<file path="src/rtl/spi_read_arbiter.sv">
// spi_read_arbiter: round-robin arbiter sharing one SPI read master between fetch and data requesters
module spi_read_arbiter #(
  parameter int TIMEOUT_CYCLES = 1023
) (
  input  logic        clk,
  input  logic        rst,
  input  logic        ena,
  input  logic        req0,
  input  logic        req1,
  input  logic [15:0] addr0,
  input  logic [15:0] addr1,
  output logic        ack0,
  output logic        ack1,
  output logic [7:0]  rdata,
  output logic        err,
  output logic        m_start,
  output logic [15:0] m_addr,
  input  logic        m_busy,
  input  logic        m_done,
  input  logic [7:0]  m_data,
  output logic        arb_busy,
  output logic        grant_id
);
  typedef enum logic [1:0] {IDLE, ISSUE, WAIT, RESP} state_t;
  localparam logic [9:0] TMO_LAST = 10'(TIMEOUT_CYCLES - 1);
  state_t r_state, w_next;
  logic [9:0] r_cnt;
  logic r_last, w_grant, w_win, w_done, w_tmo, w_fin;
  assign w_grant = ena && !m_busy && (req0 || req1);
  assign w_win = (req0 && req1) ? !r_last : req1;
  assign w_done = r_state == WAIT && m_done;
  assign w_tmo = r_state == WAIT && !m_done && r_cnt == TMO_LAST;
  assign w_fin = w_done || w_tmo;
  assign arb_busy = r_state != IDLE;
  always_comb begin
    w_next = r_state;
    case (r_state)
      IDLE:    w_next = w_grant ? ISSUE : IDLE;
      ISSUE:   w_next = WAIT;
      WAIT:    w_next = w_fin ? RESP : WAIT;
      RESP:    w_next = IDLE;
      default: w_next = IDLE;
    endcase
  end
  always_ff @(posedge clk) begin
    if (rst) r_state <= IDLE;
    else r_state <= w_next;
  end
  always_ff @(posedge clk) begin
    if (rst) begin
      m_start  <= 1'b0;
      ack0     <= 1'b0;
      ack1     <= 1'b0;
      rdata    <= 8'h00;
      err      <= 1'b0;
      m_addr   <= 16'h0000;
      grant_id <= 1'b0;
      r_last   <= 1'b1;
      r_cnt    <= 10'd0;
    end else begin
      m_start <= r_state == IDLE && w_grant;
      ack0    <= w_fin && !grant_id;
      ack1    <= w_fin && grant_id;
      r_cnt   <= r_state == WAIT ? r_cnt + 10'd1 : 10'd0;
      if (r_state == IDLE && w_grant) begin
        m_addr   <= w_win ? addr1 : addr0;
        grant_id <= w_win;
      end
      if (w_fin) begin
        rdata <= w_done ? m_data : 8'h00;
        err   <= w_tmo;
      end
      if (r_state == RESP) r_last <= grant_id;
    end
  end
endmodule
</file>
<file path="config.mk">
export PLATFORM = sky130hd
export DESIGN_NAME = spi_read_arbiter
export DESIGN_NICKNAME = d
export VERILOG_FILES = /design/src/rtl/spi_read_arbiter.sv
export SDC_FILE = /design/constraint.sdc
export NUM_CORES = 1
export LEC_CHECK = 0
export ABC_CLOCK_PERIOD_IN_PS = 1700
export CAP_MARGIN = 15
export CELL_PAD_IN_SITES_DETAIL_PLACEMENT = 0
export CELL_PAD_IN_SITES_GLOBAL_PLACEMENT = 1
export CORE_UTILIZATION = 32
export CTS_CLUSTER_DIAMETER = 40
export DETAILED_ROUTE_END_ITERATION = 16
export PLACE_DENSITY_LB_ADDON = 0.1
export SETUP_SLACK_MARGIN = 0.02
export SYNTH_ARGS = -nofsm -noshare
export SYNTH_HDL_FRONTEND = slang
export SYNTH_SLANG_ARGS = --single-unit
</file>
<file path="constraint.sdc">
create_clock -name clk -period 1.7 [get_ports clk]
set_input_delay 0.34 -clock clk [delete_from_list [all_inputs] [get_ports clk]]
set_output_delay 0.34 -clock clk [all_outputs]
set_load 0.02 [all_outputs]
</file>
== Word-level counts from Yosys, hierarchy flattened ==
Cells that the tools add are included.
Word-level totals
  output and inout port bits: 30
  bits in registers: 42
Operators by class
  $add $sub $neg: 1
  multiplexer cells: 6
  equality and inequality tests: 4
  bitwise gates (word level): 1
  reductions and logical operators: 18
Operators by type and width (number)
  16-bit two-way mux: 1
  10-bit by 1-bit adder with 10-bit output (second input constant): 1
  10-bit equality test (second input constant): 1
  1-bit logical AND: 9
  8-bit two-way mux: 1
  2-bit one-hot mux with 4 select lines: 1
  2-bit equality test (second input constant): 2
  1-bit zero test: 4
  1-bit two-way mux: 3
  2-bit by 1-bit equality test with 1-bit output (second input constant): 1
  2-bit zero test: 1
  1-bit logical OR: 2
  2-bit nonzero test: 1
  2-bit OR reduction: 1
  1-bit NOT: 1

== Longest topological paths before layout ==
  depth in word-level cells: 6
  depth in mapped cells: 7
  gate-level depth less buffers: 5

== Least setup slack after synthesis ==
No wires, ideal clock.
  kind: register to output
  from: register r_state[0]
  to: output port arb_busy
  arrival: 1.246 ns
  buffers on the path: 2
  stages on the path, launching flop included: 6
  slack: 0.114 ns
  path through: dfxtp_1 > inv_1 > ha_1 > clkbuf_1 > clkbuf_1 > inv_1
Between the ends
  word-level cells in the longest chain between the ends: 1
RTL lines
  start: declaration: RTL line 26  | state_t r_state, w_next;
  start signal: assignment: RTL line 47  | else r_state <= w_next;
  2-bit nonzero test: RTL line 34  | assign arb_busy = r_state != IDLE;
  end: declaration: RTL line 21  | output logic arb_busy,
Every way passes these cells.

== Worst setup path in the final report ==
  from: register rdata[6]
  to: output port rdata[6]
RTL lines
  start: declaration: RTL line 14  | output logic [7:0] rdata,
  start signal: assignment: RTL line 70  | rdata <= w_done ? m_data : 8'h00;
No word-level cell between the ends.

==> run_results.csv <==
group,metric,value,unit
global_routing,grt_pass1_vias,1887,
critical_path,cp.arrival,1270,ps
logic_synthesis,syn_area,2020,sq um
logic_synthesis,synth_top_area_share,41.6,%
logic_synthesis,ys_seq_area_share,41.6,%
clock_network,numClockSinks,42,
die,start_util,33.6,%
critical_path,end_kind,"output port",
logic_synthesis,async_flop_share,0,%
finish,register_area,841,sq um
min_path,min_path_type,"reg -> reg",
clock_network,cts_buffers,5,
job,max_cap_violations,0,
placed_design,port_buffers,76,
timing,finalHoldViolCount,0,
die,num_io_pins,77,
power_and_ir_drop,p_clk_share,30.6,%
power_and_ir_drop,powerDensity,724,nW/um^2
power_and_ir_drop,leakage,0.00108,uW
detailed_routing,drc_errors,0,
detailed_routing,drt_wl_total,5.52,mm
timing,fin_skew,3.96,ps
timing,finalCritPeriodShare,94.9,%
detailed_routing,drt_first_pass_iters,4,
die,fp.dieH,81.5,um
global_routing,grt_pass1_wl,8.76,mm
clock_network,cts_setup_buffers,0,
placed_design,globalplace.congestion,0.717,
detailed_routing,wl_per_cell,14.3,um
clock_network,h-tree-depth,2,
critical_path,crit_chain,"clkdlybuf4s50_1",
global_routing,antenna_found_initial,0,
finish,final_layout_size_suffix_gt1_share,13.5,%
logic_synthesis,ys_seq_elements,42,
timing,setup_viol,0,
detailed_routing,antenna_left,0,
die,rows,28,
power_and_ir_drop,power.internal,1610,uW
logic_synthesis,synth_top_cell_by_area,"dfxtp_1",
placed_design,dp_hpwl,3.94,mm
clock_network,clkSlewWorstSetupHoldPaths,80,ps
logic_synthesis,synth_fp_nets,278,
critical_path,worst_path_largest_cell_delay,620,ps
finish,fillers,582,
logic_synthesis,synth-edff-count,0,
clock_network,cts_root_buf,"clkbuf_8",
clock_network,cts_tree,"built",
timing,rsz0062_at_grt,"false",
logic_synthesis,syn_avg_cell_area,8.99,sq um
power_and_ir_drop,seq_power_share,47.5,%
die,die_width,81.5,um
timing,drv_slew,0,
die,core,6030,sq um
power_and_ir_drop,power,2210,uW
critical_path,crit_fanout,3,
global_routing,gr-total-overflow,0,
power_and_ir_drop,swShare,26.9,%
finish,multi_input_area,1050,sq um
logic_synthesis,synth_area_leaders,"dfxtp_1 (42%), a311oi_2 (6.7%), a31oi_1 (4.9%)",
timing,fmaxAchievable,620,MHz
detailed_routing,vias,1989,
global_routing,grt_max_degree,22,
finish,diodes,0,
finish,fin_area,3050,sq um
critical_path,worst-path-buf-inv,1,
logic_synthesis,ys_types,39,
logic_synthesis,synth_warnings,0,
finish,area_growth_syn_to_layout,50.6,%
critical_path,path_class,"reg -> out",
critical_path,cpMaxStageDelayCell,"clkdlybuf4s50_1",
die,die_area,6640,sq um
global_routing,grt_usage,17.3,%
timing,tns,0,ps
clock_network,clk_latency,290,ps
logic_synthesis,synth-main-ff-cell,"dfxtp_1",
critical_path,worstPathRequired,1360,ps
critical_path,cp_top_family,"buffers and inverters",
timing,tightest_slew,341,ps
power_and_ir_drop,combPwrFrac,21.9,%
outcome,status,"complete, no violations",
finish,nets,364,
clock_network,clock_path_buffers,2,
critical_path,start_kind,"flip-flop",
power_and_ir_drop,switchingPower,593,uW
timing,slew_headroom,77.3,%
detailed_routing,vias_per_cell,5.14,
logic_synthesis,synth_cells,225,
placed_design,placed_cell_area,2960,sq um
power_and_ir_drop,vdd_drop_max,0.399,mV
detailed_routing,first_iter_violations,58,
timing,period_minus_slack,1610,ps
## cells in the mapped netlist, types with 2 or more instances
cell	number
nor2b_1	12
o22ai_1	8
o21ai_0	4
dfxtp_1	42
nand2_1	19
nor2_1	6
inv_1	7
nand3_1	19
a31oi_1	16
buf_6	3
nand3b_1	8
ha_1	6
clkbuf_1	13
nand4_1	4
a311oi_2	9
a21oi_1	14
o31ai_1	2
a311oi_1	7
or3_1	4
nor3_1	2
xnor2_1	2
## timing repair
action	in CTS	in global routing
endpoints found under the setup margin	1	1
hold buffers	0	0
gates resized for setup	2	1
## final cells by class
type	instances	area share [%]
multi-input combinational	156	34.3
timing repair buffer	98	31.0
inverter	8	0.985
tap	75	3.08
clock inverter	1	0.164
sequential	42	27.6
clock buffer	7	2.83
## placed cells by master (no fill, tap or decap), types with 2 or more instances in the layout
cell	n
a21oi_1	14
a311oi_1	7
a311oi_2	9
a31oi_1	16
buf_12	2
buf_4	20
clkbuf_8	6
clkdlybuf4s50_1	75
dfxtp_1	42
ha_1	6
inv_1	7
nand2_1	19
nand3_1	19
nand3b_1	8
nand4_1	4
nor2_1	6
nor2b_1	12
nor3_1	2
o21ai_0	4
o22ai_1	8
o31ai_1	2
or3_1	4
xnor2_1	2
## metrics by stage
stage               setup slack (ps)  hold slack, ps  util [%]  cells
global placement               -11.9             464      49.1    379
detailed placement             -94.1             474      49.1    379
floorplan                        114             441         -    225
finish                          87.2             483      50.6    387
global route                    40.2             516      50.6    387
CTS                             35.4             489      50.7    387
## final timing paths
check | end | from | slack [ps] | depth (start not counted)
worst min register to register | r_cnt[9] | r_cnt[9] | 480 | 2
worst min-delay path | r_cnt[9] | r_cnt[9] | 480 | 2
worst max-delay path | rdata[6] | rdata[6] | 90 | 1
worst max register to register | m_addr[1] | r_state[1] | 170 | 5
## state kept, by name (all words and copies together) (netlist names)
name / flops
r_state: 2
r_cnt: 10
grant_id: 1
m_start: 1
ack1: 1
err: 1
rdata: 8
m_addr: 16
r_last: 1
ack0: 1
## power by group through the flow
stage	registers, uW	logic, uW	clock network, uW
6_report	1050	483	676
3_5_place_dp	1070	488	0
2_1_floorplan	1110	188	0
4_1_cts	1050	488	705
3_3_place_gp	1070	485	0
5_1_grt	1050	522	735
## layer usage
metal	share of wire, %	track usage [%]
met4	1.2	6.25
met3	5.0	3.78
met2	46	28.0
met5	0	0
met1	47	22.4
## logic make-up (layout without fill, tap and decap cells)
kind of cell,Yosys count,count (layout),share of synthesized area (%)
AOI/OAI and AO/OA,65,65,24.6
buffers and inverters,27,114,6.74
and+or+nand+nor,82,82,22.1
DFF,42,42,41.6
adders and majority gates,6,6,3.71
xor gates and xnor gates,3,3,1.30
(Power assumes the default switching activity.)
